**src/rtl/multicycle_controller.sv**
```systemverilog
// Main control FSM of the multi-cycle MIPS CPU: IF/ID/EX/MEM/WB sequencing and datapath control.
// Define MC_LINK_EN to enable the jal/jalr link instructions; otherwise they execute as nops.
module multicycle_controller (
    input  logic       clk,
    input  logic       reset,
    input  logic [5:0] OpCode,
    input  logic [5:0] Funct,
    output logic       PCWrite,
    output logic       PCWriteCond,
    output logic       IorD,
    output logic       MemRead,
    output logic       MemWrite,
    output logic       IRWrite,
    output logic [1:0] MemtoReg,
    output logic [1:0] RegDst,
    output logic       RegWrite,
    output logic       ExtOp,
    output logic       LuiOp,
    output logic [1:0] ALUSrcA,
    output logic [1:0] ALUSrcB,
    output logic [3:0] ALUOp,
    output logic [1:0] PCSource,
    output logic [2:0] State
);
    localparam int unsigned OP_W    = 6;
    localparam int unsigned ST_W    = 3;
    localparam int unsigned ALUOP_W = 4;

    localparam logic [OP_W-1:0] OP_RTYPE = 6'h00;
    localparam logic [OP_W-1:0] OP_J     = 6'h02;
    localparam logic [OP_W-1:0] OP_BEQ   = 6'h04;
    localparam logic [OP_W-1:0] OP_ADDI  = 6'h08;
    localparam logic [OP_W-1:0] OP_ADDIU = 6'h09;
    localparam logic [OP_W-1:0] OP_SLTI  = 6'h0a;
    localparam logic [OP_W-1:0] OP_SLTIU = 6'h0b;
    localparam logic [OP_W-1:0] OP_ANDI  = 6'h0c;
    localparam logic [OP_W-1:0] OP_LUI   = 6'h0f;
    localparam logic [OP_W-1:0] OP_LW    = 6'h23;
    localparam logic [OP_W-1:0] OP_SW    = 6'h2b;
    localparam logic [OP_W-1:0] F_SLL    = 6'h00;
    localparam logic [OP_W-1:0] F_SRL    = 6'h02;
    localparam logic [OP_W-1:0] F_SRA    = 6'h03;
    localparam logic [OP_W-1:0] F_JR     = 6'h08;
    localparam logic [OP_W-1:0] F_JALR   = 6'h09;

    localparam logic [ALUOP_W-1:0] ALU_ADD   = 4'b0000;
    localparam logic [ALUOP_W-1:0] ALU_SUB   = 4'b0001;
    localparam logic [ALUOP_W-1:0] ALU_RTYPE = 4'b0010;
    localparam logic [ALUOP_W-1:0] ALU_ADDIU = 4'b1011;
    localparam logic [ALUOP_W-1:0] ALU_ANDI  = 4'b1100;
    localparam logic [ALUOP_W-1:0] ALU_SLTI  = 4'b0101;
    localparam logic [ALUOP_W-1:0] ALU_SLTIU = 4'b1101;

    typedef enum logic [ST_W-1:0] {
        S_IF  = 3'd0,
        S_ID  = 3'd1,
        S_EX  = 3'd2,
        S_MEM = 3'd3,
        S_WB  = 3'd4
    } state_t;

    state_t r_state;
    state_t w_next_state;

    logic w_is_rtype, w_is_jr, w_is_jalr_f, w_is_shift, w_rtype_alu;
    logic w_is_lw, w_is_sw, w_is_beq, w_is_ialu, w_to_ex;
    logic w_link_jal, w_link_jalr;

    // Instruction decode from the IR fields
    assign w_is_rtype  = (OpCode == OP_RTYPE);
    assign w_is_jr     = w_is_rtype && (Funct == F_JR);
    assign w_is_jalr_f = w_is_rtype && (Funct == F_JALR);
    assign w_is_shift  = w_is_rtype && ((Funct == F_SLL) || (Funct == F_SRL) || (Funct == F_SRA));
    assign w_rtype_alu = w_is_rtype && !w_is_jr && !w_is_jalr_f;
    assign w_is_lw     = (OpCode == OP_LW);
    assign w_is_sw     = (OpCode == OP_SW);
    assign w_is_beq    = (OpCode == OP_BEQ);
    assign w_is_ialu   = (OpCode == OP_ADDI) || (OpCode == OP_ADDIU) || (OpCode == OP_ANDI) ||
                         (OpCode == OP_SLTI) || (OpCode == OP_SLTIU) || (OpCode == OP_LUI);
    assign w_to_ex     = w_rtype_alu || w_is_lw || w_is_sw || w_is_beq || w_is_ialu;

`ifdef MC_LINK_EN
    localparam logic [OP_W-1:0] OP_JAL = 6'h03;
    assign w_link_jal  = (OpCode == OP_JAL);
    assign w_link_jalr = w_is_jalr_f;
`else
    assign w_link_jal  = 1'b0;
    assign w_link_jalr = 1'b0;
`endif

    // Immediate handling depends on the opcode only, even under reset
    assign ExtOp = (OpCode != OP_ANDI);
    assign LuiOp = (OpCode == OP_LUI);
    assign State = ST_W'(r_state);

    always_ff @(posedge clk) begin
        if (reset) begin
            r_state <= S_IF;
        end else begin
            r_state <= w_next_state;
        end
    end

    always_comb begin
        w_next_state = S_IF;
        PCWrite      = 1'b0;
        PCWriteCond  = 1'b0;
        IorD         = 1'b0;
        MemRead      = 1'b0;
        MemWrite     = 1'b0;
        IRWrite      = 1'b0;
        MemtoReg     = 2'b00;
        RegDst       = 2'b00;
        RegWrite     = 1'b0;
        ALUSrcA      = 2'b00;
        ALUSrcB      = 2'b00;
        ALUOp        = ALU_ADD;
        PCSource     = 2'b00;
        case (r_state)
            S_IF: begin
                MemRead      = 1'b1;
                IRWrite      = 1'b1;
                PCWrite      = 1'b1;
                ALUSrcB      = 2'b01;
                w_next_state = S_ID;
            end
            S_ID: begin
                // Branch target is computed speculatively into ALUOut
                ALUSrcB = 2'b11;
                if (OpCode == OP_J) begin
                    PCWrite  = 1'b1;
                    PCSource = 2'b10;
                end else if (w_is_jr) begin
                    PCWrite  = 1'b1;
                    PCSource = 2'b11;
                end else if (w_link_jal) begin
                    PCWrite  = 1'b1;
                    PCSource = 2'b10;
                    RegWrite = 1'b1;
                    RegDst   = 2'b10;
                    MemtoReg = 2'b10;
                end else if (w_link_jalr) begin
                    PCWrite  = 1'b1;
                    PCSource = 2'b11;
                    RegWrite = 1'b1;
                    RegDst   = 2'b01;
                    MemtoReg = 2'b10;
                end else if (w_to_ex) begin
                    w_next_state = S_EX;
                end
            end
            S_EX: begin
                if (w_rtype_alu) begin
                    ALUSrcA      = w_is_shift ? 2'b10 : 2'b01;
                    ALUOp        = ALU_RTYPE;
                    w_next_state = S_WB;
                end else if (w_is_lw || w_is_sw) begin
                    ALUSrcA      = 2'b01;
                    ALUSrcB      = 2'b10;
                    w_next_state = S_MEM;
                end else if (w_is_beq) begin
                    ALUSrcA     = 2'b01;
                    ALUOp       = ALU_SUB;
                    PCWriteCond = 1'b1;
                    PCSource    = 2'b01;
                end else if (w_is_ialu) begin
                    ALUSrcA = 2'b01;
                    ALUSrcB = 2'b10;
                    case (OpCode)
                        OP_ADDIU: ALUOp = ALU_ADDIU;
                        OP_ANDI:  ALUOp = ALU_ANDI;
                        OP_SLTI:  ALUOp = ALU_SLTI;
                        OP_SLTIU: ALUOp = ALU_SLTIU;
                        default:  ALUOp = ALU_ADD;
                    endcase
                    w_next_state = S_WB;
                end
            end
            S_MEM: begin
                IorD = 1'b1;
                if (w_is_lw) begin
                    MemRead      = 1'b1;
                    w_next_state = S_WB;
                end else if (w_is_sw) begin
                    MemWrite = 1'b1;
                end
            end
            S_WB: begin
                RegWrite = 1'b1;
                if (w_is_lw) begin
                    MemtoReg = 2'b01;
                end else if (w_rtype_alu) begin
                    RegDst = 2'b01;
                end
            end
            default: w_next_state = S_IF;
        endcase
        // Reset kills every enable and select in the same cycle it rises
        if (reset) begin
            PCWrite     = 1'b0;
            PCWriteCond = 1'b0;
            IorD        = 1'b0;
            MemRead     = 1'b0;
            MemWrite    = 1'b0;
            IRWrite     = 1'b0;
            MemtoReg    = 2'b00;
            RegDst      = 2'b00;
            RegWrite    = 1'b0;
            ALUSrcA     = 2'b00;
            ALUSrcB     = 2'b00;
            ALUOp       = ALU_ADD;
            PCSource    = 2'b00;
        end
    end
endmodule

```
**config.mk**
```make
export PLATFORM = sky130hd
export DESIGN_NAME = multicycle_controller
export DESIGN_NICKNAME = d
export VERILOG_FILES = /design/src/rtl/multicycle_controller.sv
export SDC_FILE = /design/constraint.sdc
export NUM_CORES = 1
export LEC_CHECK = 0
export ABC_AREA = 1
export BUFFER_PORTS_ARGS = -buffer_cell sky130_fd_sc_hd__clkbuf_2
export CAP_MARGIN = 20
export CORE_MARGIN = 2
export CORE_UTILIZATION = 42
export DETAILED_ROUTE_END_ITERATION = 8
export PLACE_DENSITY = 0.82
export RECOVER_POWER = 100
export SETUP_SLACK_MARGIN = 0.02
export SLEW_MARGIN = 20
export SYNTH_ARGS = -nofsm -noshare
export SYNTH_HDL_FRONTEND = slang
export SYNTH_SLANG_ARGS = --single-unit
```
**constraint.sdc**
```tcl
create_clock -name clk -period 4.95 [get_ports clk]
set_input_delay 1.485 -clock clk [delete_from_list [all_inputs] [get_ports clk]]
set_output_delay 1.485 -clock clk [all_outputs]
set_load 0.03 [all_outputs]
```
==> results of run 1 <==
[per-layer routing]
metal  part of all wire  wire length (um)  GRT usage
met5                  0                 0          0
met1               0.44               668     0.2524
met2               0.47               712     0.3571
met4             0.0046                 7    0.05000
met3              0.083               126    0.01667
[stage by stage]
step	hold slack (ns)	utilization
6_report	0.6281	0.5661
5_1_grt	0.6524	0.5661
4_1_cts	0.6272	0.6075
3_5_place_dp	0.6177	0.5868
3_3_place_gp	0.6172	0.5868
2_1_floorplan	0.7301	-
[tightest hold or removal path, delay by kind of cell, from the launching register on]
family	cells	cell delay, ns
flip-flops	1	0.36
AND/OR/NAND/NOR	2	0.13
buffers and inverters	1	0.09
[power breakdown]
group | leakage [uW] | switching [uW] | internal [uW]
Combinational | 0.000342 | 27.8 | 10.8
Sequential | 0.0000245 | 0.853 | 25.2
Clock | 0.0000150 | 13.1 | 30.2
[final timing paths]
path / depth (start not counted) / slack (ns) / endpoint / start
max: 6 / 0.46 / ALUOp[0] / OpCode[5]
min: 3 / 0.63 / State[0]$_SDFF_PP0_ / State[0]$_SDFF_PP0_
min reg2reg: 3 / 0.63 / State[0]$_SDFF_PP0_ / State[0]$_SDFF_PP0_
max reg2reg: 4 / 3.87 / State[2]$_SDFF_PP0_ / State[1]$_SDFF_PP0_
[kinds of logic after synthesis]
group / count (synthesis)
simple gates: 64
buf+inv: 26
compound gates: 10
flops: 3
other cells: 1
[placed cells by master (no fill, tap or decap), drive strengths merged]
master / count
o21ai: 5
nand2: 18
inv: 23
a21oi: 5
or2: 1
nor2: 22
dfxtp: 3
nor4: 1
nand4: 5
clkbuf: 41
nor2b: 1
conb: 2
nand3b: 2
nor3: 6
nand3: 8
[area by class of cell]
type | count | area [sq um] | share of cell area
Multi-Input combinational cell | 76 | 366.6 | 0.5105
Timing Repair Buffer | 37 | 160.2 | 0.2230
Inverter | 23 | 86.33 | 0.1202
Sequential cell | 3 | 60.06 | 0.08362
Clock buffer | 4 | 26.28 | 0.03659
Tap cell | 15 | 18.77 | 0.02613
==> flow_metrics.tcl, run 1 <==
set metrics [dict create \
    synthAdderAreaFrac 0 \
    seq_area_frac_synth 0.1081 \
    tightest_slew_ns 0.5340 \
    synth_top_family_by_area "simple AND/OR/NAND/NOR gates" \
    cp.arrival_ns 3.00 \
    die_h_um 40.37 \
    slew_headroom 0.6427 \
    finalSetupTns_ns 0 \
    cap_violations 0 \
    power_density_nw_per_um2 150.3 \
    synthXorXnorAreaFrac 0 \
    diodes 0 \
    drc 0 \
    ctsHoldBuffers 0 \
    cts.sinks 3 \
    antenna_left 0 \
    layout_setup_ws_ns 0.4627 \
    total_power_uw 108.0 \
    required_ns 3.46 \
    area_delta_synth_final_pct 29.28 \
    synth-compound-area-share 0.09009 \
    rsz0062_at_grt "false" \
    clk-insertion-delay-late_ns 0.23 \
    root_buffer "clkbuf_4" \
    synth-seq-cells 3 \
    grt_pass1_wl_um 2256 \
    synth_top_cell_by_area "inv_1" \
    cts_resized 0 \
    async_reset_ff_frac 0 \
    synthSimpleGateAreaFrac 0.6059 \
    final_area_sq_um 718.2 \
    die-area_sq_um 1630 \
    hold_viol 0 \
    cellLeakagePower_uw 0.0003815 \
    cts_made_buffers 3 \
    synth_top_area_frac 0.1419 \
    largest_reg_flops 3 \
    ys_warn_count 0 \
    io_buffers 37 \
    path_cells "clkbuf_2 -> nor2_1 -> nand2_1 -> or2_0 -> a21oi_1 -> clkbuf_1" \
    placed_cell_area_sq_um 744.5 \
    wirelength_um 1514 \
    htree_levels 1 \
    cpPeakStageDelay_ns 0.43 \
    worst_setup_path_end_kind "output pin" \
    synth-edff-count 0 \
    grt_max_degree 12 \
    drive_gt1_frac 0.1818 \
    syn_area_per_cell_sq_um 5.342 \
    yosysMostFrequentCell "inv_1" \
    syn_inst 104 \
    dp_cells 154 \
    synth_cell_types 24 \
    finClkSkew_ns 0.0008150 \
    grt_use_total 0.2000 \
    path_buf_inv 2 \
    die_x_um 40.37 \
    post_synth_main_area_contributors "inv_1 (14%), nor2_1 (13%), nand2_1 (11%), dfxtp_1 (11%), nand4_1 (5.6%)" \
    antenna_found_initial 0 \
    hold_path.class "reg -> reg" \
    min_period_over_period 0.9065 \
    vias 767 \
    synth_common_cells "inv_1 (21), nor2_1 (19), nand2_1 (17), nand3_1 (6)" \
    place_congestion 0.9989 \
    clock.fmax_mhz 222.9 \
    status "finished clean" \
    finalCriticalPeriod_ns 4.487 \
    clockBufferDepth 2 \
    final_cells 158 \
    postCtsSetupBuffers 0 \
    core_area_sq_um 1269 \
    cts_tree "done" \
    slowest_stage "nor2_1" \
    viasPerCell 4.854 \
    crit_path_max_fanout 8 \
    hpwl_um 1259 \
    start_util 0.4379 \
    final_nets 158 \
    rows 13 \
    crit_family "simple AND/OR/NAND/NOR gates" \
    n_fill_cell 164 \
    overflow 0 \
    drt-initial-drc-count 13 \
    path_clk_slew_ns 0.04 \
    finalSetupViolCount 0 \
    grt_pass1_vias 568 \
    muxShareOfSynthArea 0 \
    crit_type "in -> out" \
    slew_viol_final 0 \
    syn_area_sq_um 555.5 \
    boundaryPins 40 \
    start_kind "primary input" \
    wl_per_cell_um 9.582 \
    post-place-ws_ns 0.8389 \
    ir_worst_vdd_v 0.00007791 \
    drt-pass1-iter-count 4 \
    synth-main-ff-cell "dfxtp_1" \
]
Power figures use the tool's default switching activity.
==> run 2: changes to the inputs <==
--- a/config.mk
+++ b/config.mk
@@ -8,7 +8,7 @@
 export ABC_AREA = 1
 export BUFFER_PORTS_ARGS = -buffer_cell sky130_fd_sc_hd__clkbuf_2
 export CAP_MARGIN = 20
-export CORE_MARGIN = 2
+export CORE_MARGIN = 5
 export CORE_UTILIZATION = 42
 export DETAILED_ROUTE_END_ITERATION = 8
 export PLACE_DENSITY = 0.82
==> run 2 against run 1 <==
Against the previous run:
- combinational power is 2% higher
- first-iteration DRC count grew 46%
- utilization rose by 0.79 points
- non-clock buffer count unchanged
- register-to-register slack better by 0.02 ns
- global-route usage shrank 4.8 points
==> flow_metrics.tcl, run 2 (synthesis gave the netlist of run 1 again) <==
set metrics [dict create \
    drt-pass1-iter-count 4 \
    hpwl_um 1356 \
    status "finished clean" \
    crit_family "simple AND/OR/NAND/NOR gates" \
    path_cells "clkbuf_2 -> nor2_1 -> nand3_1 -> nor3_1 -> nand3_1 -> o21ai_1 -> clkbuf_2" \
    worst_setup_path_end_kind "output pin" \
    crit_type "in -> out" \
    cts_tree "done" \
    path_clk_slew_ns 0.04 \
    diodes 0 \
    drive_gt1_frac 0.1958 \
    die_h_um 46.37 \
    grt_max_degree 12 \
    root_buffer "clkbuf_4" \
    hold_path.class "reg -> reg" \
    start_util 0.4379 \
    area_delta_synth_final_pct 31.08 \
    htree_levels 1 \
    layout_commonest_cell "inv_1" \
    clk-insertion-delay-late_ns 0.23 \
    finalCriticalPeriod_ns 4.427 \
    cts_resized 0 \
    grt_pass1_wl_um 2511 \
    viasPerCell 4.892 \
    finalSetupTns_ns 0 \
    cap_violations 0 \
    cellLeakagePower_uw 0.0003838 \
    vias 773 \
    wirelength_um 1625 \
    largest_reg_flops 3 \
    postCtsSetupBuffers 0 \
    ir_worst_vdd_v 0.00007451 \
    final_nets 158 \
    drc 0 \
    crit_path_max_fanout 8 \
    required_ns 3.46 \
    slew_viol_final 0 \
    finalSetupViolCount 0 \
    antenna_left 0 \
    start_kind "primary input" \
    min_period_over_period 0.8943 \
    wl_per_cell_um 10.28 \
    clock.fmax_mhz 225.9 \
    utilization 0.5740 \
    boundaryPins 40 \
    rsz0062_at_grt "false" \
    antenna_found_initial 0 \
    finClkSkew_ns 0.0007325 \
    tightest_slew_ns 0.5113 \
    core_area_sq_um 1269 \
    place_congestion 0.8931 \
    ctsHoldBuffers 0 \
    cts.sinks 3 \
    cpPeakStageDelay_ns 0.41 \
    rows 13 \
    die-area_sq_um 2150 \
    final_cell_mix "inv_1 (22), clkbuf_1 (21), nor2_1 (20)" \
    n_fill_cell 138 \
    overflow 0 \
    slowest_stage "nor2_1" \
    power_density_nw_per_um2 148.5 \
    io_buffers 37 \
    cp.arrival_ns 2.94 \
    cts_made_buffers 3 \
    clockBufferDepth 2 \
    grt_pass1_vias 642 \
    drt-initial-drc-count 19 \
    hold_viol 0 \
    slew_headroom 0.6579 \
    die_x_um 46.37 \
    path_buf_inv 2 \
    grt_use_total 0.1518 \
]
## run 2: power by group
part,total [uW],internal (uW),leakage [uW],switching (uW)
sequential,26.0,25.2,0.0000245,0.853
combinational,39.4,10.9,0.000344,28.5
clock,42.7,30.2,0.0000150,12.5
## run 2: layer usage
layer / GRT usage / wire length (um) / up-vias
met1: 0.2097 / 702 / 331
met3: 0 / 185 / 0
met4: 0.03409 / 0 / 0
met5: 0 / 0 / -
li1: - / - / 404
met2: 0.2610 / 736 / 38
## run 2: per-stage QoR
stage               worst slack (ns)  cell area [sq um]  cells  hold slack, ns  power, uW
floorplan                     0.2291              559.3    105          0.7301      54.34
global placement              0.8572              744.5    154          0.6301      66.54
detailed placement            0.8409              744.5    154          0.6386      67.52
CTS                           0.8349              770.7    158          0.6463      111.6
global route                  0.3997              728.2    158          0.6927      114.0
finish                        0.5232              728.2    158          0.6423      108.2
## run 2: final cells by class
type / instances / area, sq um / area share
clock buffers: 4 / 26.28 / 0.03608
inverters: 23 / 86.33 / 0.1186
multi-input cells: 76 / 376.6 / 0.5172
flip-flops and latches: 3 / 60.06 / 0.08247
well taps: 15 / 18.77 / 0.02577
repair buffers: 37 / 160.2 / 0.2199
## run 2: final timing paths
kind	from	cells past startpoint	slack [ns]	endpoint
setup / recovery	OpCode[5]	7	0.52	PCSource[0]
hold / removal	State[0]$_SDFF_PP0_	3	0.64	State[0]$_SDFF_PP0_
setup reg to reg	State[1]$_SDFF_PP0_	4	3.89	State[2]$_SDFF_PP0_
hold reg to reg	State[0]$_SDFF_PP0_	3	0.64	State[0]$_SDFF_PP0_
## run 2: tightest hold or removal path, stage by stage, from the launching register on
cell and delay (ns):
dfxtp_1 0.36, nor2_1 0.08, inv_1 0.09, nand2_1 0.06
